$ cat src/rtl/regfile_wb_arbiter.sv
// Two-entry in-order FIFO; exposes each slot's key field and valid bit for scoreboarding.
// Latency: a push becomes the head after the capturing edge (no bypass); pop frees the head at the edge.
// Backpressure: owner pushes only while count < 2 and pops only while count > 0.
module wb_fifo2 #(
  parameter int W  = 8,
  parameter int KW = 1
) (
  input  logic                rd_clk,
  input  logic                rst_n,
  input  logic                push,
  input  logic [W-1:0]        push_dat,
  input  logic                pop,
  output logic [W-1:0]        head_dat,
  output logic [1:0]          count,
  output logic [1:0][KW-1:0]  ent_key,
  output logic [1:0]          ent_vld
);

  logic [1:0][W-1:0] mem;
  logic              head;
  logic              tail;

  // Storage, pointers and occupancy; pointers wrap 1->0 by toggling.
  always_ff @(posedge rd_clk or negedge rst_n) begin
    if (!rst_n) begin
      mem   <= '0;
      head  <= 1'b0;
      tail  <= 1'b0;
      count <= 2'd0;
    end else begin
      if (push) begin
        mem[tail] <= push_dat;
        tail      <= ~tail;
      end
      if (pop) begin
        head <= ~head;
      end
      case ({push, pop})
        2'b10:   count <= count + 2'd1;
        2'b01:   count <= count - 2'd1;
        default: count <= count;
      endcase
    end
  end

  assign head_dat   = mem[head];
  assign ent_key[0] = mem[0][W-1 -: KW];
  assign ent_key[1] = mem[1][W-1 -: KW];
  // A slot holds live data when the FIFO is full, or when it is the head of a single entry.
  assign ent_vld[0] = (count == 2'd2) || ((count == 2'd1) && (head == 1'b0));
  assign ent_vld[1] = (count == 2'd2) || ((count == 2'd1) && (head == 1'b1));

endmodule

// Shares the register bank write port between requesters A and B via per-requester FIFOs and round-robin.
// Latency: accept at edge N, on wr_rd/wr_val after edge N+1, captured by the bank at edge N+2.
// Backpressure: x_ready drops while that FIFO holds 2 entries; the write stage never stalls.
module regfile_wb_arbiter (
  input  logic        rd_clk,
  input  logic        rst_n,
  input  logic        a_valid,
  input  logic [4:0]  a_rd,
  input  logic [31:0] a_val,
  output logic        a_ready,
  input  logic        b_valid,
  input  logic [4:0]  b_rd,
  input  logic [31:0] b_val,
  output logic        b_ready,
  output logic [4:0]  wr_rd,
  output logic [31:0] wr_val,
  output logic [31:0] busy,
  output logic        idle
);

  typedef struct packed {
    logic [4:0]  rd;
    logic [31:0] val;
  } wb_req_t;

  typedef enum logic {GNT_A = 1'b0, GNT_B = 1'b1} gnt_e;

  wb_req_t         a_req, b_req, a_head, b_head, wr_q;
  logic [1:0]      a_cnt, b_cnt;
  logic [1:0][4:0] a_key, b_key;
  logic [1:0]      a_ev, b_ev;
  logic            a_push, b_push, a_pop, b_pop;
  logic            grant_vld;
  gnt_e            grant_sel, last_grant;

  assign a_req = '{rd: a_rd, val: a_val};
  assign b_req = '{rd: b_rd, val: b_val};

  // Ready comes from the registered count, so a full FIFO never accepts in the cycle it pops.
  assign a_ready = rst_n && (a_cnt != 2'd2);
  assign b_ready = rst_n && (b_cnt != 2'd2);

  // Writes to x0 complete the handshake but are dropped here.
  assign a_push = a_valid && a_ready && (a_rd != 5'd0);
  assign b_push = b_valid && b_ready && (b_rd != 5'd0);

  wb_fifo2 #(.W($bits(wb_req_t)), .KW(5)) u_fifo_a (
    .rd_clk   (rd_clk),
    .rst_n    (rst_n),
    .push     (a_push),
    .push_dat (a_req),
    .pop      (a_pop),
    .head_dat (a_head),
    .count    (a_cnt),
    .ent_key  (a_key),
    .ent_vld  (a_ev)
  );

  wb_fifo2 #(.W($bits(wb_req_t)), .KW(5)) u_fifo_b (
    .rd_clk   (rd_clk),
    .rst_n    (rst_n),
    .push     (b_push),
    .push_dat (b_req),
    .pop      (b_pop),
    .head_dat (b_head),
    .count    (b_cnt),
    .ent_key  (b_key),
    .ent_vld  (b_ev)
  );

  // Round-robin on the FIFO heads: under contention the side not granted last time wins.
  always_comb begin
    grant_vld = (a_cnt != 2'd0) || (b_cnt != 2'd0);
    grant_sel = GNT_A;
    if ((a_cnt != 2'd0) && (b_cnt != 2'd0)) begin
      grant_sel = (last_grant == GNT_B) ? GNT_A : GNT_B;
    end else if (b_cnt != 2'd0) begin
      grant_sel = GNT_B;
    end
  end

  assign a_pop = grant_vld && (grant_sel == GNT_A);
  assign b_pop = grant_vld && (grant_sel == GNT_B);

  // Write stage: load the granted head, otherwise park the bank on x0.
  always_ff @(posedge rd_clk or negedge rst_n) begin
    if (!rst_n) begin
      wr_q       <= '0;
      last_grant <= GNT_B;
    end else if (grant_vld) begin
      wr_q       <= (grant_sel == GNT_A) ? a_head : b_head;
      last_grant <= grant_sel;
    end else begin
      wr_q       <= '0;
    end
  end

  assign wr_rd  = wr_q.rd;
  assign wr_val = wr_q.val;

  // Pending-write scoreboard over live FIFO slots and the write stage; x0 is never busy.
  always_comb begin
    busy = '0;
    if (a_ev[0]) busy[a_key[0]] = 1'b1;
    if (a_ev[1]) busy[a_key[1]] = 1'b1;
    if (b_ev[0]) busy[b_key[0]] = 1'b1;
    if (b_ev[1]) busy[b_key[1]] = 1'b1;
    busy[wr_q.rd] = 1'b1;
    busy[0]       = 1'b0;
  end

  assign idle = (a_cnt == 2'd0) && (b_cnt == 2'd0) && (wr_q.rd == 5'd0);

endmodule
$ cat config.mk
export PLATFORM = sky130hd
export DESIGN_NAME = regfile_wb_arbiter
export DESIGN_NICKNAME = d
export VERILOG_FILES = /design/src/rtl/regfile_wb_arbiter.sv
export SDC_FILE = /design/constraint.sdc
export NUM_CORES = 1
export LEC_CHECK = 0
export ABC_CLOCK_PERIOD_IN_PS = 2400
export CAP_MARGIN = 20
export CORE_UTILIZATION = 49
export DETAILED_ROUTE_END_ITERATION = 8
export PLACE_DENSITY = 0.76
export SYNTH_ARGS = -nofsm -noshare
export SYNTH_HDL_FRONTEND = slang
export SYNTH_SLANG_ARGS = --single-unit
$ cat constraint.sdc
create_clock -name rd_clk -period 2.4 [get_ports rd_clk]
set_clock_uncertainty 0.15 [all_clocks]
set_input_delay 0.48 -clock rd_clk [delete_from_list [all_inputs] [get_ports rd_clk]]
set_output_delay 0.48 -clock rd_clk [all_outputs]
set_load 0.005 [all_outputs]
==> results.sh, run 1 <==
export IMPL_ys_seq_area_share_pct=48.9
export IMPL_fillers=1347
export IMPL_synth_seq_cells=194
export IMPL_drt_total_wl_um=30100
export IMPL_row_count=51
export IMPL_avgSynthCellArea_um2=12.7
export IMPL_h_tree_depth=4
export IMPL_swShare_pct=37.7
export IMPL_drive_gt1_share_pct=43.6
export IMPL_nNetsFinal=1157
export IMPL_wl_met3_um=1700
export IMPL_gp_congestion=0.998
export IMPL_cts_sinks=194
export IMPL_place_inst=1274
export IMPL_rsz0062_at_grt="true"
export IMPL_synthesis_area_um2=9920
export IMPL_finalPower_mw=20.2
export IMPL_synth_top_cells_by_count="dfrtp_1, mux2_2, a211oi_1"
export IMPL_ant_nets=0
export IMPL_synth_most_common_cell="dfrtp_1"
export IMPL_setup_viol=61
export IMPL_p_clk_share_pct=14.3
export IMPL_routed_top_layer="met4"
export IMPL_relSlewSlack_pct=49.4
export IMPL_dieArea_um2=20800
export IMPL_synthCells=784
export IMPL_ctsRootBufferMaster="clkbuf_16"
export IMPL_status="finished, violations left"
export IMPL_grt_pass1_wl_um=45800
export IMPL_grt_start_max_net_pins=146
export IMPL_crit_required_ps=1770
export IMPL_synth_edf_count=0
export IMPL_synth_area_leaders="dfrtp_1, mux2_2, mux2_4, a211oi_1, mux2i_1"
export IMPL_p_sw_mw=7.61
export IMPL_violations="negative setup slack"
export IMPL_stdcell_count=1349
export IMPL_power_density_nw_per_um2=1420
export IMPL_dp_slack_ps=-458
export IMPL_yosysWarnings=0
export IMPL_timing_final_ws_setup_ps=-487
export IMPL_p_leak_nw=6.06
export IMPL_grt_pass1_vias=8330
export IMPL_io_buffers=148
export IMPL_hold_ws_ps=74.3
export IMPL_hpwl_um=19500
export IMPL_fin_tns_setup_ps=-13320
export IMPL_timing_fmax_ghz=0.346
export IMPL_yosysUniqueCellTypes=56
export IMPL_worst_slew_pin_slew_ps=759
export IMPL_clk_pin_slew_ps=80
export IMPL_synth_top_area_cell="dfrtp_1"
export IMPL_drtIter0Drc=473
export IMPL_min_period_ps=2890
export IMPL_drv_slew=0
export IMPL_numCtsBuffers=17
export IMPL_path_max_fanout=5
export IMPL_cts_tree="yes"
export IMPL_synth_fp_nets=870
export IMPL_clock_latency_ps=440
export IMPL_pwr_share_seq_pct=30.6
export IMPL_max_cap_viol_count=0
export IMPL_end_kind="output port"
export IMPL_pin_count=150
export IMPL_fin_crit_sh_pct=120
export IMPL_antenna_cells=0
export IMPL_wl_met2_um=14800
export IMPL_track_usage_pct=29.3
export IMPL_antenna_found_initial=0
export IMPL_min_path_type="primary input to asynchronous set/reset pin"
export IMPL_cp_arrival_ps=2260
export IMPL_synth_flop_cell="dfrtp_1"
export IMPL_drcViolationCount=0
export IMPL_areaGrowthSynthToFinish_pct=42.9
export IMPL_cts_hold_buf=0
export IMPL_start_util_pct=50.5
export IMPL_drt_first_pass_iters=5
export IMPL_vias=7901
export IMPL_wl_met1_um=12500
export IMPL_die_w_um=144
export IMPL_pwr_share_comb_pct=55.1
export IMPL_start_kind="register"
export IMPL_synth_async_sr_flop_share_pct=100
export IMPL_die_h_um=144
export IMPL_internal_power_mw=12.6
export IMPL_synth_top_cell_area_share_pct=48.7
export IMPL_coreArea_um2=19700
export IMPL_vias_per_cell=5.86
export IMPL_worstSetupPathType="register to output port"
export IMPL_wl_per_cell_um=22.3
export IMPL_cts_buffer_depth=2
export IMPL_grt_overflow_total=0
export IMPL_peakVddDrop_mv=0.722
export IMPL_hold_viol=0
## registers in the layout (all words and copies together) (netlist names)
name              cells
last_grant            1
u_fifo_a.count        2
u_fifo_a.ent_key     10
u_fifo_a.head         1
u_fifo_a.mem         64
u_fifo_a.tail         1
u_fifo_b.count        2
u_fifo_b.ent_key     10
u_fifo_b.head         1
u_fifo_b.mem         64
u_fifo_b.tail         1
wr_rd                 5
wr_val               32
## placed cells by master (no fill, tap or decap), drive strengths merged, types with 5 or more instances in the layout
cell type	instances
nand2b	7
o22a	11
a22oi	16
buf	206
mux2i	37
or4	5
xnor2	6
nand4	7
a32oi	6
ha	8
clkbuf	22
clkinv	7
o21ai	12
clkdlybuf4s50	113
mux2	148
o211ai	21
a211oi	74
nand2	17
nor3b	14
nor3	6
nand3	15
nand3b	8
dfrtp	193
nor2	14
nor2b	48
inv	11
## routing by layer
layer | up-vias | global-route usage [%]
li1 | 3541 | -
met1 | 4012 | 37.4
met2 | 271 | 48.6
met3 | 77 | 6.26
met4 | 0 | 11.7
met5 | - | 0
## worst paths after layout
path	end	cells after the start	start	slack, ps
max	busy[2]	7	u_fifo_a.count[1]$_DFFE_PN0P_	-490
min	u_fifo_b.ent_key[1]$_DFFE_PN0P_	2	rst_n	70
max reg2reg	u_fifo_a.mem[13]$_DFFE_PN0P_	10	u_fifo_a.count[1]$_DFFE_PN0P_	-70
min reg2reg	u_fifo_a.mem[53]$_DFFE_PN0P_	1	u_fifo_a.mem[53]$_DFFE_PN0P_	350
max in group asynchronous	u_fifo_b.head$_DFFE_PN0P_	2	rst_n	1460
min in group rd_clk	u_fifo_a.mem[53]$_DFFE_PN0P_	1	u_fifo_a.mem[53]$_DFFE_PN0P_	350
## logic make-up (layout without fill, tap and decap cells)
logic type,Yosys count,count (layout),synth area share [%]
adders and majority gates,8,8,1.01
xor gates and xnor gates,8,8,0.706
DFF,194,194,48.9
AOI/OAI and AO/OA,170,170,13.7
muxes,185,185,22.8
buffers and inverters,62,362,3.33
and+or+nand+nor,156,156,9.52
other,1,1,0.0378
## layout make-up
| type | count | area, um^2 | share of cell area (%) |
|---|---|---|---|
| clock buffers | 17 | 425 | 3.00 |
| inverters | 6 | 25.0 | 0.177 |
| well taps | 265 | 332 | 2.34 |
| flip-flops and latches | 194 | 4860 | 34.3 |
| clock inverters | 15 | 175 | 1.24 |
| multi-input cells | 528 | 5250 | 37.0 |
| repair buffers | 324 | 3110 | 22.0 |
## power by group through the flow
stage / logic [mW] / registers (mW) / clock network, mW
after floorplan: 5.54 / 5.80 / 0
after global placement: 9.54 / 6.01 / 0
after detailed placement: 9.68 / 6.09 / 0
after CTS: 10.6 / 6.12 / 2.93
after global routing: 11.8 / 6.35 / 3.04
final: 11.1 / 6.17 / 2.88
## critical path, stage by stage, from the launching register on
cell and delay, ps:
dfrtp_2 430, inv_4 60, ha_4 170, a21o_4 230, buf_6 120, and3_4 140, or4_4 540, buf_6 130
## per-stage QoR
| step | util [%] | instance area (um^2) |
|---|---|---|
| floorplan | - | 9920 |
| global placement | 64.0 | 12600 |
| detailed placement | 64.0 | 12600 |
| CTS | 70.1 | 13800 |
| global route | 72.1 | 14200 |
| finish | 72.1 | 14200 |
## what timing repair did
| action | 4_1_cts | 5_1_grt |
|---|---|---|
| cloned | 0 | 5 |
| setup endpoints to repair | 34 | 109 |
| gates resized for setup | 248 | 51 |
| endpoints found under the hold margin | 0 | 0 |
| setup buffers | 32 | 14 |
| pin swaps | 42 | 35 |
Power figures use the tool's default switching activity.
==> run 2, diff against run 1 <==
--- a/config.mk
+++ b/config.mk
@@ -7,9 +7,12 @@
 export LEC_CHECK = 0
 export ABC_CLOCK_PERIOD_IN_PS = 2400
 export CAP_MARGIN = 20
+export CORE_ASPECT_RATIO = 1.2
 export CORE_UTILIZATION = 49
 export DETAILED_ROUTE_END_ITERATION = 8
 export PLACE_DENSITY = 0.76
+export SETUP_SLACK_MARGIN = 0.1
+export SLEW_MARGIN = 30
 export SYNTH_ARGS = -nofsm -noshare
 export SYNTH_HDL_FRONTEND = slang
 export SYNTH_SLANG_ARGS = --single-unit
==> run 2 against run 1 <==
The run still ends with negative setup slack left. Highest routed layer unchanged. Via count rose by 4.5%. Routed wire length rose by 8.2%. Hold slack improved by 200 ps. Non-clock buffer count rose by 42.
==> results.sh, run 2 (synthesis gave the netlist of run 1 again) <==
export IMPL_fin_crit_sh_pct=125
export IMPL_grt_pass1_wl_um=47700
export IMPL_fin_area_um2=14700
export IMPL_antenna_found_initial=0
export IMPL_io_buffers=148
export IMPL_status="finished, violations left"
export IMPL_drt_first_pass_iters=5
export IMPL_cts_sinks=194
export IMPL_min_path_type="primary input to register"
export IMPL_worstSetupPathType="register to output port"
export IMPL_finalPower_mw=21.1
export IMPL_drv_slew=0
export IMPL_dieArea_um2=20800
export IMPL_power_density_nw_per_um2=1430
export IMPL_h_tree_depth=4
export IMPL_timing_final_ws_setup_ps=-597
export IMPL_hold_viol=0
export IMPL_numCtsBuffers=17
export IMPL_drt_total_wl_um=32500
export IMPL_rsz0062_at_grt="true"
export IMPL_setup_viol=32
export IMPL_cts_buffer_depth=2
export IMPL_drtIter0Drc=510
export IMPL_drive_gt1_share_pct=45.1
export IMPL_drcViolationCount=0
export IMPL_max_cap_viol_count=0
export IMPL_nNetsFinal=1200
export IMPL_grt_pass1_vias=8711
export IMPL_peakVddDrop_mv=0.894
export IMPL_multi_input_area_um2=5360
export IMPL_p_leak_nw=6.46
export IMPL_final_cell_mix="dfrtp_1, buf_4, clkdlybuf4s50_1, mux2_4, a211oi_1"
export IMPL_relSlewSlack_pct=46.9
export IMPL_regArea_um2=4860
export IMPL_ctsRootBufferMaster="clkbuf_16"
export IMPL_gp_congestion=0.999
export IMPL_coreArea_um2=19700
export IMPL_grt_start_max_net_pins=175
export IMPL_row_count=56
export IMPL_worst_slew_pin_slew_ps=797
export IMPL_antenna_cells=0
export IMPL_path_max_fanout=4
export IMPL_vias=8253
export IMPL_cp_arrival_ps=2370
export IMPL_final_common_cell="dfrtp_1"
export IMPL_fillers=1260
export IMPL_die_w_um=132
export IMPL_track_usage_pct=30.1
export IMPL_cts_tree="yes"
export IMPL_violations="negative setup slack"
export IMPL_dpl_instance_area_um2=12800
export IMPL_vias_per_cell=5.95
export IMPL_pin_count=150
export IMPL_fin_tns_setup_ps=-15060
export IMPL_die_h_um=158
export IMPL_start_util_pct=50.4
export IMPL_areaGrowthSynthToFinish_pct=48.0
export IMPL_clock_latency_ps=440
export IMPL_clk_pin_slew_ps=70
export IMPL_hpwl_um=20200
export IMPL_grt_overflow_total=0
export IMPL_crit_required_ps=1770
export IMPL_hold_ws_ps=273
export IMPL_wl_per_cell_um=23.5
export IMPL_start_kind="register"
export IMPL_end_kind="output port"
export IMPL_timing_fmax_ghz=0.334
export IMPL_min_period_ps=3000
export IMPL_ant_nets=0
[run 2: cell types whose count changed in the layout (fill, tap and decap cells not counted), moves of 5 or more]
| cell | delta |
|---|---|
| a22oi_2 | -5 |
| mux2_4 | +39 |
| mux2_2 | -34 |
| mux2_1 | -5 |
| buf_4 | +38 |
| a22oi_1 | +5 |
[run 2: path summary, 6_finish.rpt]
kind	startpoint	end	slack, ps	cells after the start
setup / recovery	u_fifo_b.count[1]$_DFFE_PN0P_	busy[2]	-600	9
hold / removal	a_rd[0]	u_fifo_a.ent_key[5]$_DFFE_PN0P_	270	3
setup reg to reg	u_fifo_a.count[1]$_DFFE_PN0P_	u_fifo_a.mem[51]$_DFFE_PN0P_	40	9
hold reg to reg	u_fifo_a.mem[16]$_DFFE_PN0P_	u_fifo_a.mem[16]$_DFFE_PN0P_	360	1
max in group asynchronous	rst_n	wr_val[5]$_DFF_PN0_	570	5
min in group asynchronous	rst_n	u_fifo_a.ent_key[5]$_DFFE_PN0P_	660	4
[run 2: timing repair]
item	in CTS	in global routing
hold endpoints to repair	19	0
pin swaps	50	30
endpoints found under the setup margin	37	146
buffers inserted	39	16
hold buffers	1	0
resized for setup	258	59
gates cloned	2	9
[run 2: per-stage QoR]
stage	util, %	setup slack [ps]	instances
finish	74.6	-597	1387
global route	74.6	-651	1387
CTS	71.7	-544	1363
detailed placement	64.9	-640	1294
global placement	64.9	-628	1294
floorplan	-	80.2	784
[run 2: where the power goes]
part	internal, mW	leakage (nW)	total, mW	switching, mW
clock	1.61	0.294	2.94	1.33
combinational	6.59	3.87	11.9	5.29
sequential	5.02	2.30	6.23	1.22
[run 2: cell type report]
cell class                      instances  share of cell area (%)
Sequential cell                       194                    33.1
Timing Repair Buffer                  366                    24.0
Tap cell                              261                    2.22
Multi-Input combinational cell        529                    36.5
Clock inverter                         12                   0.980
Clock buffer                           19                    3.08
Inverter                                6                   0.153
[run 2: layer usage]
metal | GRT usage [%] | routed length [um] | up-vias
met5 | 0 | 0 | -
met4 | 18.8 | 2070 | 0
met3 | 5.32 | 1540 | 120
met2 | 54.0 | 16600 | 351
met1 | 33.3 | 12300 | 4157
li1 | - | - | 3625
[run 2: worst max-delay path, stage by stage, from the launching register on]
cell and delay [ps]:
dfrtp_1 450, inv_2 100, ha_4 190, a21oi_4 140
buf_6 120, nor3b_2 30, buf_4 170, a22o_1 170
or4_4 440, buf_6 130
==> run 3, diff against run 2 <==
--- a/config.mk
+++ b/config.mk
@@ -8,8 +8,9 @@
 export ABC_CLOCK_PERIOD_IN_PS = 2400
 export CAP_MARGIN = 20
 export CORE_ASPECT_RATIO = 1.2
-export CORE_UTILIZATION = 49
+export CORE_UTILIZATION = 58
 export DETAILED_ROUTE_END_ITERATION = 8
+export DONT_BUFFER_PORTS = 1
 export PLACE_DENSITY = 0.76
 export SETUP_SLACK_MARGIN = 0.1
 export SLEW_MARGIN = 30
==> run 3 against run 2 <==
The run ends with negative hold slack, negative setup slack left. Clock power shrank 2%. Combinational power shrank 26%. Die area shrank 15%. Routed wire length shrank 13%. Sequential power grew 3%. First-iteration DRC count grew 5.7%. Maximum frequency grew 5.8%. Register-to-register slack gained 110 ps. Critical path depth shrank 3. Largest cell class unchanged. Largest power group unchanged. Highest routed layer unchanged.
==> results.sh, run 3 (synthesis gave the netlist of run 1 again) <==
export IMPL_status="finished, violations left"
export IMPL_violations="negative hold slack, negative setup slack"
export IMPL_fillers=1155
export IMPL_fin_crit_sh_pct=118
export IMPL_timing_final_ws_setup_ps=-433
export IMPL_crit_required_ps=1770
export IMPL_final_cell_mix="dfrtp_1, mux2_2, a211oi_1, buf_4, mux2_4"
export IMPL_numCtsBuffers=17
export IMPL_cts_tree="yes"
export IMPL_drive_gt1_share_pct=40.5
export IMPL_start_util_pct=59.1
export IMPL_worst_slew_pin_slew_ps=764
export IMPL_track_usage_pct=33.2
export IMPL_fin_tns_setup_ps=-8440
export IMPL_finalPower_mw=18.1
export IMPL_hold_viol=194
export IMPL_die_w_um=121
export IMPL_max_cap_viol_count=0
export IMPL_routed_top_layer="met4"
export IMPL_vias=7209
export IMPL_worstSetupPathType="register to output port"
export IMPL_drt_first_pass_iters=5
export IMPL_setup_viol=31
export IMPL_place_inst=1019
export IMPL_grt_overflow_total=0
export IMPL_grt_pass1_vias=7714
export IMPL_areaGrowthSynthToFinish_pct=19.4
export IMPL_wl_met2_um=14500
export IMPL_coreArea_um2=16800
export IMPL_ff2ff_path_depth=8
export IMPL_ant_nets=0
export IMPL_cp_arrival_ps=2200
export IMPL_hold_ws_ps=-418
export IMPL_timing_fmax_ghz=0.353
export IMPL_peakVddDrop_mv=0.859
export IMPL_r2r_slack_ps=150
export IMPL_min_period_ps=2830
export IMPL_antenna_cells=0
export IMPL_clk_pin_slew_ps=80
export IMPL_clock_latency_ps=440
export IMPL_ctsRootBufferMaster="clkbuf_16"
export IMPL_nNetsFinal=928
export IMPL_start_kind="register"
export IMPL_final_common_cell="dfrtp_1"
export IMPL_drcViolationCount=0
export IMPL_end_kind="output port"
export IMPL_relSlewSlack_pct=49.1
export IMPL_path_max_fanout=3
export IMPL_p_leak_nw=4.92
export IMPL_pin_count=150
export IMPL_antenna_found_initial=0
export IMPL_h_tree_depth=4
export IMPL_row_count=52
export IMPL_vias_per_cell=6.73
export IMPL_wl_met3_um=1990
export IMPL_cts_sinks=194
export IMPL_dieArea_um2=17600
export IMPL_power_density_nw_per_um2=1530
export IMPL_grt_pass1_wl_um=44000
export IMPL_cts_buffer_depth=2
export IMPL_die_h_um=145
export IMPL_gp_congestion=1.00
export IMPL_drtIter0Drc=539
export IMPL_grt_start_max_net_pins=197
export IMPL_regArea_um2=4860
export IMPL_rsz0062_at_grt="true"
export IMPL_drv_slew=0
export IMPL_drt_total_wl_um=28200
export IMPL_stdcell_count=1071
export IMPL_wl_per_cell_um=26.3
export IMPL_wl_met1_um=10500
export IMPL_multi_input_area_um2=5160
export IMPL_hpwl_um=18900
export IMPL_min_path_type="primary input to asynchronous set/reset pin"
export IMPL_io_buffers=0
run 3: cell count changes in the layout (fill, tap and decap cells not counted), sizes merged:
cell,before,now
buf,244,95
clkdlybuf4s50,111,0
clkbuf,27,18
clkinv,3,5
dlymetal6s2s,2,0
a21o,2,1
bufinv,2,1
clkinvlp,1,2
dlygate4sd3,1,0
run 3: cell type report:
class                           count  area share, %
Sequential cell                   194           41.0
Timing Repair Buffer               95           7.87
Clock inverter                     14           1.45
Tap cell                          216           2.28
Clock buffer                       18           3.62
Multi-Input combinational cell    528           43.6
Inverter                            6          0.190
run 3: what timing repair did:
action / in CTS / in global routing
pin swaps: 29 / 40
gates resized for setup: 68 / 45
setup buffers: 18 / 7
endpoints found under the hold margin: 194 / 194
setup endpoints to repair: 41 / 111
run 3: worst max-delay path, stage by stage, from the launching register on:
cell,delay [ps]
dfrtp_1,430
ha_4,190
nor2b_4,130
o211ai_1,510
buf_4,220
a2bb2oi_2,120
o211ai_1,170
run 3: stage by stage:
stage / cell area [um^2] / hold WS (ps) / utilization [%] / setup WS, ps
after floorplan: 9920 / 34.4 / - / 80.2
after detailed placement: 10600 / 38.1 / 62.9 / -133
after CTS: 11600 / -427 / 69.1 / -387
after global placement: 10600 / 38.7 / 62.9 / -46.1
after global routing: 11900 / -437 / 70.6 / -458
final: 11900 / -418 / 70.6 / -433
run 3: final timing paths:
| check | start | end |
|---|---|---|
| worst max-delay path | u_fifo_a.count[0]$_DFFE_PN0P_ | busy[27] |
| worst min-delay path | rst_n | u_fifo_b.mem[20]$_DFFE_PN0P_ |
| worst max register to register | u_fifo_a.count[0]$_DFFE_PN0P_ | u_fifo_a.mem[64]$_DFFE_PN0P_ |
| worst min register to register | u_fifo_a.mem[47]$_DFFE_PN0P_ | u_fifo_a.mem[47]$_DFFE_PN0P_ |
| max in group asynchronous | rst_n | u_fifo_a.mem[10]$_DFFE_PN0P_ |
| min in group rd_clk | b_val[13] | u_fifo_b.mem[13]$_DFFE_PN0P_ |
run 3: routing by layer:
| metal | track usage [%] | vias to the layer above |
|---|---|---|
| met3 | 7.43 | 87 |
| met2 | 56.2 | 333 |
| met4 | 14.3 | 0 |
| met1 | 40.1 | 3715 |
| li1 | - | 3074 |
| met5 | 0 | - |
run 3: report_power, final:
part	total [mW]	switching, mW	internal [mW]
clock	2.87	1.37	1.49
sequential	6.43	1.41	5.01
combinational	8.78	4.33	4.45
